`src/rtl/rr_burst_arbiter.sv`:
```
// Four-requester round-robin arbiter with per-burst grant locking and a beat counter.
// Optional stall-timeout release is built when RR_TIMEOUT_EN is defined.
module rr_burst_arbiter #(
    parameter int unsigned MAX_BURST = 8,
    parameter int unsigned CNT_W     = 8,
    parameter int unsigned TIMEOUT   = 16
) (
    input  logic             clk,
    input  logic             rst_n,
    input  logic [3:0]       req_i,
    input  logic [3:0]       last_i,
    input  logic             ready_i,
    output logic [3:0]       grant_o,
    output logic             gnt_valid_o,
    output logic [1:0]       gnt_id_o,
    output logic [CNT_W-1:0] beat_cnt_o,
    output logic             timeout_o
);

    typedef enum logic [0:0] {StIdle, StGrant} state_e;

    state_e           state_q;
    logic [1:0]       ptr_q;
    logic [1:0]       gnt_id_q;
    logic [3:0]       grant_q;
    logic [CNT_W-1:0] beat_cnt_q;

    logic       pick_found;
    logic [1:0] pick_id;
    logic [1:0] cand;
    logic       beat;
    logic       at_limit;
    logic       release_now;
    logic       tmo_fire;

    // Scan ptr, ptr+1, ptr+2, ptr+3 (mod 4) and take the first active request.
    always_comb begin
        pick_found = 1'b0;
        pick_id    = ptr_q;
        cand       = ptr_q;
        for (int i = 0; i < 4; i++) begin
            cand = ptr_q + 2'(i);
            if (!pick_found && req_i[cand]) begin
                pick_found = 1'b1;
                pick_id    = cand;
            end
        end
    end

    assign beat     = (state_q == StGrant) && req_i[gnt_id_q] && ready_i;
    assign at_limit = (beat_cnt_q == CNT_W'(MAX_BURST - 1));

    // Abort, last beat, burst limit, or stall timeout all end the burst the same way.
    assign release_now = (state_q == StGrant) &&
                         (!req_i[gnt_id_q] || (beat && (last_i[gnt_id_q] || at_limit)) ||
                          tmo_fire);

`ifdef RR_TIMEOUT_EN
    localparam int unsigned StallW = 16;

    logic [StallW-1:0] stall_q;
    logic              timeout_q;

    // Requires req held and ready low, so abort and a same-cycle beat both win over timeout.
    assign tmo_fire = (state_q == StGrant) && req_i[gnt_id_q] && !ready_i &&
                      (stall_q == StallW'(TIMEOUT - 1));

    always_ff @(posedge clk or negedge rst_n) begin
        if (!rst_n) begin
            stall_q   <= '0;
            timeout_q <= 1'b0;
        end else begin
            timeout_q <= tmo_fire;
            if (state_q == StIdle || beat) begin
                stall_q <= '0;
            end else if (req_i[gnt_id_q] && !ready_i) begin
                stall_q <= stall_q + StallW'(1);
            end
        end
    end

    assign timeout_o = timeout_q;
`else
    logic unused_timeout;

    assign tmo_fire       = 1'b0;
    assign timeout_o      = 1'b0;
    assign unused_timeout = (TIMEOUT == 0);
`endif

    always_ff @(posedge clk or negedge rst_n) begin
        if (!rst_n) begin
            state_q    <= StIdle;
            ptr_q      <= 2'd0;
            gnt_id_q   <= 2'd0;
            grant_q    <= 4'b0000;
            beat_cnt_q <= '0;
        end else begin
            unique case (state_q)
                StIdle: begin
                    if (pick_found) begin
                        grant_q    <= 4'b0001 << pick_id;
                        gnt_id_q   <= pick_id;
                        beat_cnt_q <= '0;
                        state_q    <= StGrant;
                    end
                end
                StGrant: begin
                    if (release_now) begin
                        grant_q    <= 4'b0000;
                        gnt_id_q   <= 2'd0;
                        beat_cnt_q <= '0;
                        ptr_q      <= gnt_id_q + 2'd1;
                        state_q    <= StIdle;
                    end else if (beat) begin
                        beat_cnt_q <= beat_cnt_q + CNT_W'(1);
                    end
                end
                default: state_q <= StIdle;
            endcase
        end
    end

    assign grant_o     = grant_q;
    assign gnt_valid_o = |grant_q;
    assign gnt_id_o    = gnt_id_q;
    assign beat_cnt_o  = beat_cnt_q;

endmodule

```
`config.mk`:
```
export PLATFORM = sky130hd
export DESIGN_NAME = rr_burst_arbiter
export DESIGN_NICKNAME = d
export VERILOG_FILES = /design/src/rtl/rr_burst_arbiter.sv
export SDC_FILE = /design/constraint.sdc
export NUM_CORES = 1
export LEC_CHECK = 0
export CAP_MARGIN = 40
export CELL_PAD_IN_SITES_DETAIL_PLACEMENT = 0
export CELL_PAD_IN_SITES_GLOBAL_PLACEMENT = 1
export CORE_ASPECT_RATIO = 1.1
export CORE_MARGIN = 1.5
export CORE_UTILIZATION = 35
export DETAILED_ROUTE_END_ITERATION = 6
export GPL_ROUTABILITY_DRIVEN = 0
export HOLD_SLACK_MARGIN = 0.15
export PLACE_DENSITY = 0.75
export SYNTH_ARGS = -nofsm -noshare
export SYNTH_HDL_FRONTEND = slang
export SYNTH_SLANG_ARGS = --single-unit
```
`constraint.sdc`:
```
create_clock -name clk -period 2.2 [get_ports clk]
set_input_delay 0.22 -clock clk [delete_from_list [all_inputs] [get_ports clk]]
set_output_delay 0.22 -clock clk [all_outputs]
set_load 0.02 [all_outputs]
```
# ---- After elaboration in Yosys (flattened, before gate mapping)
# Cells that the tools add are included.
dict set report word_totals {
  wordCells 70
  in_bits 11
  mem_bits_ro 0
  latch_bits 0
  mem_count 0
  mem_bits_rw 0
  register_bits 17
}
dict set report classes {
  n_shift 1
  muxes 32
  multipliers 0
  bitwise 1
  n_reduce_logical 17
  add_sub_neg 5
  div 0
  eq_ne 4
  magnitude_cmp 5
}
# operator n
set ops {}
lappend ops {{8-bit 2-to-1 mux} 3}
lappend ops {{8-bit one-hot mux with 2 select lines} 1}
lappend ops {{2-bit by 3-bit < comparator with 1-bit output, second input constant} 5}
lappend ops {{1-bit binary-select mux with 2-bit select} 6}
lappend ops {{1-bit 2-to-1 mux} 12}
lappend ops {{2-bit 2-to-1 mux} 5}
lappend ops {{8-bit by 1-bit adder with 8-bit output, second input constant} 1}
lappend ops {{8-bit by 3-bit equality test with 1-bit output, second input constant} 1}
lappend ops {{4-bit 2-to-1 mux} 2}
lappend ops {{4-bit one-hot mux with 2 select lines} 1}
lappend ops {{1-bit logical AND} 7}
lappend ops {{2-bit AND reduction} 3}
lappend ops {{2-bit by 1-bit adder with 2-bit output, second input constant} 2}
lappend ops {{2-bit adder, second input constant} 2}
lappend ops {{1-bit logical NOT} 4}
lappend ops {{2-bit one-hot mux with 2 select lines} 1}
lappend ops {{4-bit OR reduction} 1}
lappend ops {{1-bit by 2-bit << shifter with 4-bit output, first input constant} 1}
lappend ops {{3-bit by 1-bit != test with 1-bit output, second input constant} 1}
lappend ops {{1-bit logical OR} 2}
lappend ops {{2-bit by 1-bit != test with 1-bit output, second input constant} 1}
lappend ops {{2-bit != test, second input constant} 1}
lappend ops {{1-bit one-hot mux with 2 select lines} 1}
lappend ops {{1-bit NOT} 1}

# ---- Logic depth before layout (Yosys ltp)
# Gate-level depths: netlist of the first run.
dict set report logic_depth {
  ltp_word 15
  mapped_depth 5
  ltp_nobuf 5
}

# ---- Least setup slack after synthesis of the first run
# OpenSTA, ideal clock, no wires.
dict set report synth_path {
  kind {reg2reg}
  start {register gnt_id_q[0], in the netlist gnt_id_o[0]}
  end {register ptr_q[1]}
  t_arrival_ns 1.810
  period_less_slack_ns 1.935
  path_buffers 0
  stages_incl_launch_ff 5
  setup_slack_ns 0.265
  cell_sequence {dfrtp_1 > mux4_2 > o31a_2 > a21oi_2 > mux2_2}
}
dict set report synth_between {
  elab_chain_len 8
  elab_cells_between_ends 13
  classes_between {add/sub: 1; mux: 4; reduce/logical: 8}
}
# element line_no
set synth_lines {}
lappend synth_lines {{start, declared} 24} ;# logic [1:0] gnt_id_q;
lappend synth_lines {{start signal, assigned} 103} ;# gnt_id_q <= pick_id;
lappend synth_lines {{1-bit binary-select mux with 2-bit select} {50, 55}}
lappend synth_lines {{1-bit 2-to-1 mux (not written as such)} {50, 55}}
lappend synth_lines {{1-bit logical AND (2 in a row)} 50} ;# assign beat = (state_q == StGrant) && req_i[gnt_id_q] && ready_i;
lappend synth_lines {{1-bit logical AND} 55} ;# (!req_i[gnt_id_q] || (beat && (last_i[gnt_id_q] || at_limit)) ||
lappend synth_lines {{1-bit logical OR} 55}
lappend synth_lines {{1-bit logical AND} 54} ;# assign release_now = (state_q == StGrant) &&
lappend synth_lines {{2-bit AND reduction (no line)} n/a}
lappend synth_lines {{end signal, assigned} 113} ;# ptr_q <= gnt_id_q + 2'd1;
lappend synth_lines {{end, declared} 23} ;# logic [1:0] ptr_q;
# Several ways; a longest one is shown, not always the timed one. The select of a mux whose other input is x is not followed.
# A chain may end at the register's enable or synchronous reset.

# ---- Final worst setup path of the first run
dict set report layout_path {
  start {input req_i[3]}
  end {register beat_cnt_q[7], in the netlist beat_cnt_o[7]}
}
dict set report layout_between {
  elab_chain_len 14
  elab_cells_between_ends 31
  classes_between {eq/ne: 2; mux: 16; reduce/logical: 13}
}
# element line_no
set layout_lines {}
lappend layout_lines {{start, declared} 10} ;# input logic [3:0] req_i,
lappend layout_lines {{1-bit binary-select mux with 2-bit select} 43} ;# if (!pick_found && req_i[cand]) begin
lappend layout_lines {{1-bit 2-to-1 mux (not written as such)} 43}
lappend layout_lines {{1-bit 2-to-1 mux} 43}
lappend layout_lines {{1-bit logical NOT} 43}
lappend layout_lines {{1-bit logical AND} 43}
lappend layout_lines {{1-bit 2-to-1 mux} 43}
lappend layout_lines {{1-bit logical NOT} 43}
lappend layout_lines {{1-bit logical AND} 43}
lappend layout_lines {{1-bit 2-to-1 mux} 43}
lappend layout_lines {{1-bit logical NOT} 43}
lappend layout_lines {{1-bit logical AND} 43}
lappend layout_lines {{1-bit 2-to-1 mux} 43}
lappend layout_lines {{2-bit != test (no line)} n/a}
lappend layout_lines {{2-bit AND reduction (no line)} n/a}
lappend layout_lines {{end signal, assigned} 116} ;# beat_cnt_q <= beat_cnt_q + CNT_W'(1);
lappend layout_lines {{end, declared} 26} ;# logic [CNT_W-1:0] beat_cnt_q;
# Several ways; a longest one is shown, not always the timed one. The select of a mux whose other input is x is not followed.

==> run metrics, run 1 <==
status complete, no violations; Clock Path Buffers 2; setup repair after global routing missed its margin no; Mapped Avg Cell Area 9.37 µm²; Synth async-reset ratio 100%; crit path DAT 2.07 ns; total grt overflow 0; Post-CTS Setup Repair Bufs 0; Clock transition at path regs 0.10 ns; max-cap check violation count 0; multi-input logic area 542 µm²; I/O pin cnt 27; Buf/Inv on CP 1; CTS tree yes; H-tree depth 1; Via Count 976; Cell Rows 20; vias in the first global route 919; share of layout cells above drive strength 1 16.0%; Internal Power 830 µW; endpoints failing setup 0; Tot Pwr 1390 µW; critical path's top delay family simple AND/OR/NAND/NOR gates; count of state elements after synthesis 17; Initial Utilization 36.8%; DR pass1 iterations 4; Power Density 1000 nW/µm²; combinational cell fraction of total power 53.6%; Starting DRT DRC Count 17; period utilization 83.9%; min cycle time layout 1.85 ns; Crit path largest cell delay 0.54 ns; Sum Neg Setup Slack 0 ns; DRC Markers 0; top cells by area, synth dfrtp_1 42%, a21oi_1 4.0%, inv_1 3.3%; Crit Path Max Fanout 7; post-CTS sizing 0; dominant synthesized flop cell dfrtp_1; EDFF count, synth 0; GR Util All Layers 17.1%; cell area after synthesis 1010 µm²; Setup Skew 0.000793 ns; initial antenna violation count 0; IO buf count 25; syn_nets 120; final WL 2330 µm; Area growth syn-to-layout 37.0%; antenna fix cells 0; Nets 157; first-pass GRT wire length 3980 µm; Seq pwr share 34.1%; pin count of the biggest net entering global routing 18; Ys Warns 0; vias per inst 5.51; clock share of power 12.3%; Register Area 425 µm²; critical path cell sequence clkdlybuf4s50_1 > mux4_2 > and2_4 > or4b_1 > a21oi_1; Max Clk Rate 542 MHz; CTS buffer count 3; final core occ 50.4%; Syn Inst Count 108; Sw Share 40.3%; clk_lat worst skew 0.29 ns; library cells used by synthesis 44; flop-to-flop setup slack 0.40 ns; Final Hold Vio Count 0; post-DP HPWL 1840 µm; Area after DPL 1360 µm²; die area 3220 µm²; Seq/Total Area, Yosys 42.0%; hold_buf cts 0; P_sw 559 µW; Crit Path Class in2reg; Detail Route Antenna Nets 0; Pleak 0.000560 µW; Max VDD drop 0.000570 V; Synth top area share 42.0%; CP required 2.42 ns; filler instances 272; Worst path slowest cell mux4_2; Yosys top cell by area dfrtp_1; Crit. End Element flip-flop; Final Max Slew Viols 0; Hold Path Class in2async; root buf cell clkbuf_4; clk sink count 17; chip height 59.4 µm; Worst setup SP type input pin; design area 1390 µm²; DR WL/cell 13.1 µm; die width 54.3 µm; Core Region 2750 µm²
==> cells by family after synthesis <==
group / Yosys count / share of synthesized area, %
muxes: 5 / 6.43
other: 1 / 0.370
AOI/OAI and AO/OA: 33 / 22.1
and+or+nand+nor: 39 / 22.5
DFF: 17 / 42.0
xor gates and xnor gates: 1 / 0.865
buffers and inverters: 11 / 4.45
adders and majority gates: 1 / 1.24
==> state kept, by name, summed over array words and instances (netlist names) <==
signal / cells
beat_cnt_o: 8
grant_o: 4
gnt_id_o: 2
ptr_q: 2
state_q: 1
==> final timing paths <==
| kind | from | to | depth (start not counted) |
|---|---|---|---|
| worst max-delay path | req_i[3] | beat_cnt_o[7] | 5 |
| worst min-delay path | rst_n | beat_cnt_o[3] | 2 |
| worst max register to register | gnt_id_o[0] | beat_cnt_o[7] | 4 |
| worst min register to register | grant_o[0] | grant_o[0] | 2 |
| max in group asynchronous | rst_n | grant_o[3] | 2 |
| min in group clk | grant_o[0] | grant_o[0] | 2 |
==> cells in the final DEF, fill, tap and decap left out, drive strengths merged, types with 2 or more instances in the layout <==
| master | count |
|---|---|
| o22ai | 2 |
| or3 | 3 |
| dfrtp | 17 |
| o21ai | 7 |
| a21oi | 9 |
| mux2i | 2 |
| nor2b | 4 |
| nand2 | 5 |
| or2 | 3 |
| mux2 | 2 |
| clkbuf | 4 |
| or4 | 2 |
| clkdlybuf4s50 | 25 |
| buf | 9 |
| a31oi | 2 |
| nor4 | 2 |
| o2bb2ai | 2 |
| o31ai | 3 |
| nor2 | 4 |
| and2 | 2 |
| nand4 | 3 |
| inv | 9 |
| nand3 | 6 |
==> through the flow <==
stage / instances / hold WS, ns / worst slack [ns]
floorplan: 108 / -0.0756 / 0.265
global placement: 173 / 0.543 / 0.0872
detailed placement: 173 / 0.546 / 0.0526
CTS: 177 / 0.243 / 0.360
global route: 177 / 0.283 / 0.272
finish: 177 / 0.241 / 0.354
==> cell type report <==
class / instances / share of cell area [%]
Multi-Input combinational cell: 80 / 39.1
Sequential cell: 17 / 30.7
Timing Repair Buffer: 34 / 22.9
Tap cell: 33 / 2.98
Inverter: 9 / 2.44
Clock buffer: 4 / 1.90
==> layer usage <==
metal	vias up	global-route usage, %	part of all wire [%]
met5	-	0	0
li1	474	-	-
met1	470	20.5	43
met2	28	29.4	51
met4	0	7.86	1.5
met3	4	2.27	4.2
==> cells in the mapped netlist (2+ instances only) <==
cell type  instances
o22ai_1            2
mux2i_1            2
dfrtp_1           17
inv_1              9
o31ai_1            3
or3_1              3
or2_2              2
a21oi_1            8
or4_1              2
nor4_1             2
nand4_1            3
nor2_1             4
nand2_1            5
nor2b_1            4
nand3_1            6
o2bb2ai_1          2
o21ai_0            6
mux2_2             2
==> power by group through the flow <==
stage / Combinational (µW) / Sequential (µW) / Clock (µW)
6_report: 745 / 473 / 171
2_1_floorplan: 347 / 548 / 0
3_5_place_dp: 750 / 482 / 0
4_1_cts: 752 / 475 / 176
3_3_place_gp: 747 / 478 / 0
5_1_grt: 819 / 489 / 192
Power figures use the tool's default switching activity.
==> inputs of run 2 (changes only) <==
--- a/config.mk
+++ b/config.mk
@@ -10,11 +10,11 @@
 export CELL_PAD_IN_SITES_GLOBAL_PLACEMENT = 1
 export CORE_ASPECT_RATIO = 1.1
 export CORE_MARGIN = 1.5
-export CORE_UTILIZATION = 35
+export CORE_UTILIZATION = 32
 export DETAILED_ROUTE_END_ITERATION = 6
 export GPL_ROUTABILITY_DRIVEN = 0
 export HOLD_SLACK_MARGIN = 0.15
-export PLACE_DENSITY = 0.75
+export PLACE_DENSITY = 0.73
 export SYNTH_ARGS = -nofsm -noshare
 export SYNTH_HDL_FRONTEND = slang
 export SYNTH_SLANG_ARGS = --single-unit
==> constraint.sdc (replaced) <==
create_clock -name clk -period 1.5 [get_ports clk]
set_input_delay 0.15 -clock clk [delete_from_list [all_inputs] [get_ports clk]]
set_output_delay 0.15 -clock clk [all_outputs]
set_load 0.02 [all_outputs]
==> run 2 against run 1 <==
Against the previous run:
- register-to-register slack lost 0.71 ns
- combinational power increased by 74%
- clock power is 43% higher
- clock skew is 0.0018 ns higher
- flip-flop and latch count did not move
- sequential power rose by 45%
- largest cell class unchanged
- routed wire length increased by 23%
- largest power group unchanged
- the run now ends with negative setup slack left
- power grew 60%
- design area is 17% higher
- core utilization is 3.5 points higher
- count of clock-buffer cells in the layout unchanged
==> run metrics, run 2 (synthesis results as in run 1) <==
DRC Markers 0; Detail Route Antenna Nets 0; highest-count cells in the layout ignoring fill and taps 29 x buf_4, 15 x dfrtp_1, 14 x clkdlybuf4s50_1; Inst Count DP 193; share of layout cells above drive strength 1 36.6%; post-DP HPWL 2190 µm; I/O pin cnt 27; Clock transition at path regs 0.10 ns; clk_lat worst skew 0.29 ns; Via Count 1069; R2R Path Start gnt_id_o[0]; design area 1630 µm²; pin count of the biggest net entering global routing 18; total grt overflow 0; filler instances 280; vias in the first global route 1068; CTS tree yes; Setup Skew 0.00258 ns; chip height 62.0 µm; die width 56.6 µm; combinational cell fraction of total power 58.2%; clk sink count 17; initial antenna violation count 0; DR WL/cell 14.5 µm; CP required 1.72 ns; hold_buf cts 0; max reg flops 8; IO buf count 25; Crit. End Element flip-flop; Initial Utilization 33.5%; H-tree depth 1; Max Clk Rate 551 MHz; failing checks negative setup slack; slack of the critical path -0.315 ns; Starting DRT DRC Count 10; root buf cell clkbuf_4; Core Region 3020 µm²; Seq pwr share 30.7%; Internal Power 1290 µW; Final Hold Vio Count 0; Clock Path Buffers 2; first-pass GRT wire length 4510 µm; Worst setup SP type flip-flop; Sw Share 42.2%; commonest non-fill, non-tap cell in the layout buf_4; vias per inst 5.40; Area after DPL 1510 µm²; final core occ 53.8%; final WL 2870 µm; Crit Path Class reg2reg; P_sw 939 µW; die area 3510 µm²; GR Util All Layers 16.7%; flop-to-flop setup slack -0.31 ns; clock share of power 11.0%; Register Area 428 µm²; R2R depth 4; Hold Path Class in2async; period utilization 121%; min cycle time layout 1.81 ns; Max VDD drop 0.000718 V; status finished, violations left; Final Max Slew Viols 0; max-cap check violation count 0; antenna fix cells 0; setup repair after global routing missed its margin yes; endpoints failing setup 16; Cell Rows 21; Power Density 1370 nW/µm²; fin cells 198; Crit. Startpoint gnt_id_o[0]; RR Endpoint beat_cnt_o[7]; Crit Path Max Fanout 5; crit path DAT 2.04 ns; Pleak 0.000732 µW; Nets 177; multi-input logic area 642 µm²; CTS buffer count 3; Area growth syn-to-layout 60.7%; DR pass1 iterations 4
-- run 2: changes by cell type in the layout (fill, tap and decap cells not counted), moves of 2 or more --
cell             delta
a21oi_1             -6
a21oi_2             +5
buf_4              +20
clkdlybuf4s50_1    -11
dfrtp_1             -2
dfrtp_2             +2
dlygate4sd2_1      +11
or4_1               -2
or4_4               +2
-- run 2: cell type report --
cell class	count	share of cell area (%)
multi-input cells	80	39.5
repair buffers	54	27.9
flip-flops and latches	17	26.3
well taps	34	2.62
inverters	9	2.08
clock buffers	4	1.62
-- run 2: critical path, cell delays in order (launching register included) --
cell and delay (ns):
dfrtp_2 0.39, mux4_2 0.55, and2_4 0.18, or4b_4 0.48, a21oi_2 0.15
-- run 2: worst max-delay path by stage --
stage / endpoint / depth (start not counted) / slack [ns]
floorplan: beat_cnt_o[6] / 4 / -0.33
global placement: beat_cnt_o[7] / 5 / -0.46
detailed placement: beat_cnt_o[7] / 5 / -0.48
CTS: beat_cnt_o[3] / 4 / -0.30
global route: beat_cnt_o[3] / 4 / -0.36
finish: beat_cnt_o[7] / 4 / -0.31
-- run 2: power by group through the flow --
stage | logic (µW) | clock network [µW] | registers [µW]
floorplan | 527 | 0 | 806
global placement | 1210 | 0 | 686
detailed placement | 1230 | 0 | 690
CTS | 1220 | 252 | 683
global route | 1410 | 269 | 698
finish | 1300 | 245 | 684
-- run 2: metrics by stage --
| stage | TNS (ns) | hold slack (ns) | worst slack, ns | total power, µW |
|---|---|---|---|---|
| 2_1_floorplan | -4.11 | -0.146 | -0.332 | 1330 |
| 3_3_place_gp | -6.01 | 0.500 | -0.455 | 1890 |
| 3_5_place_dp | -6.76 | 0.499 | -0.481 | 1920 |
| 4_1_cts | -3.23 | 0.186 | -0.305 | 2150 |
| 5_1_grt | -4.38 | 0.199 | -0.356 | 2380 |
| 6_report | -3.45 | 0.184 | -0.315 | 2220 |
-- run 2: repair_timing --
action,4_1_cts,5_1_grt
pin swaps,3,2
resized for setup,14,18
buffers inserted,1,0
setup endpoints to repair,27,17
-- run 2: layer usage --
metal	vias up	GRT usage (%)	share of wire [%]
met3	9	2.48	4.5
met2	32	31.4	53
met5	-	0	0
met4	0	8.84	2.3
met1	514	18.7	40
li1	514	-	-
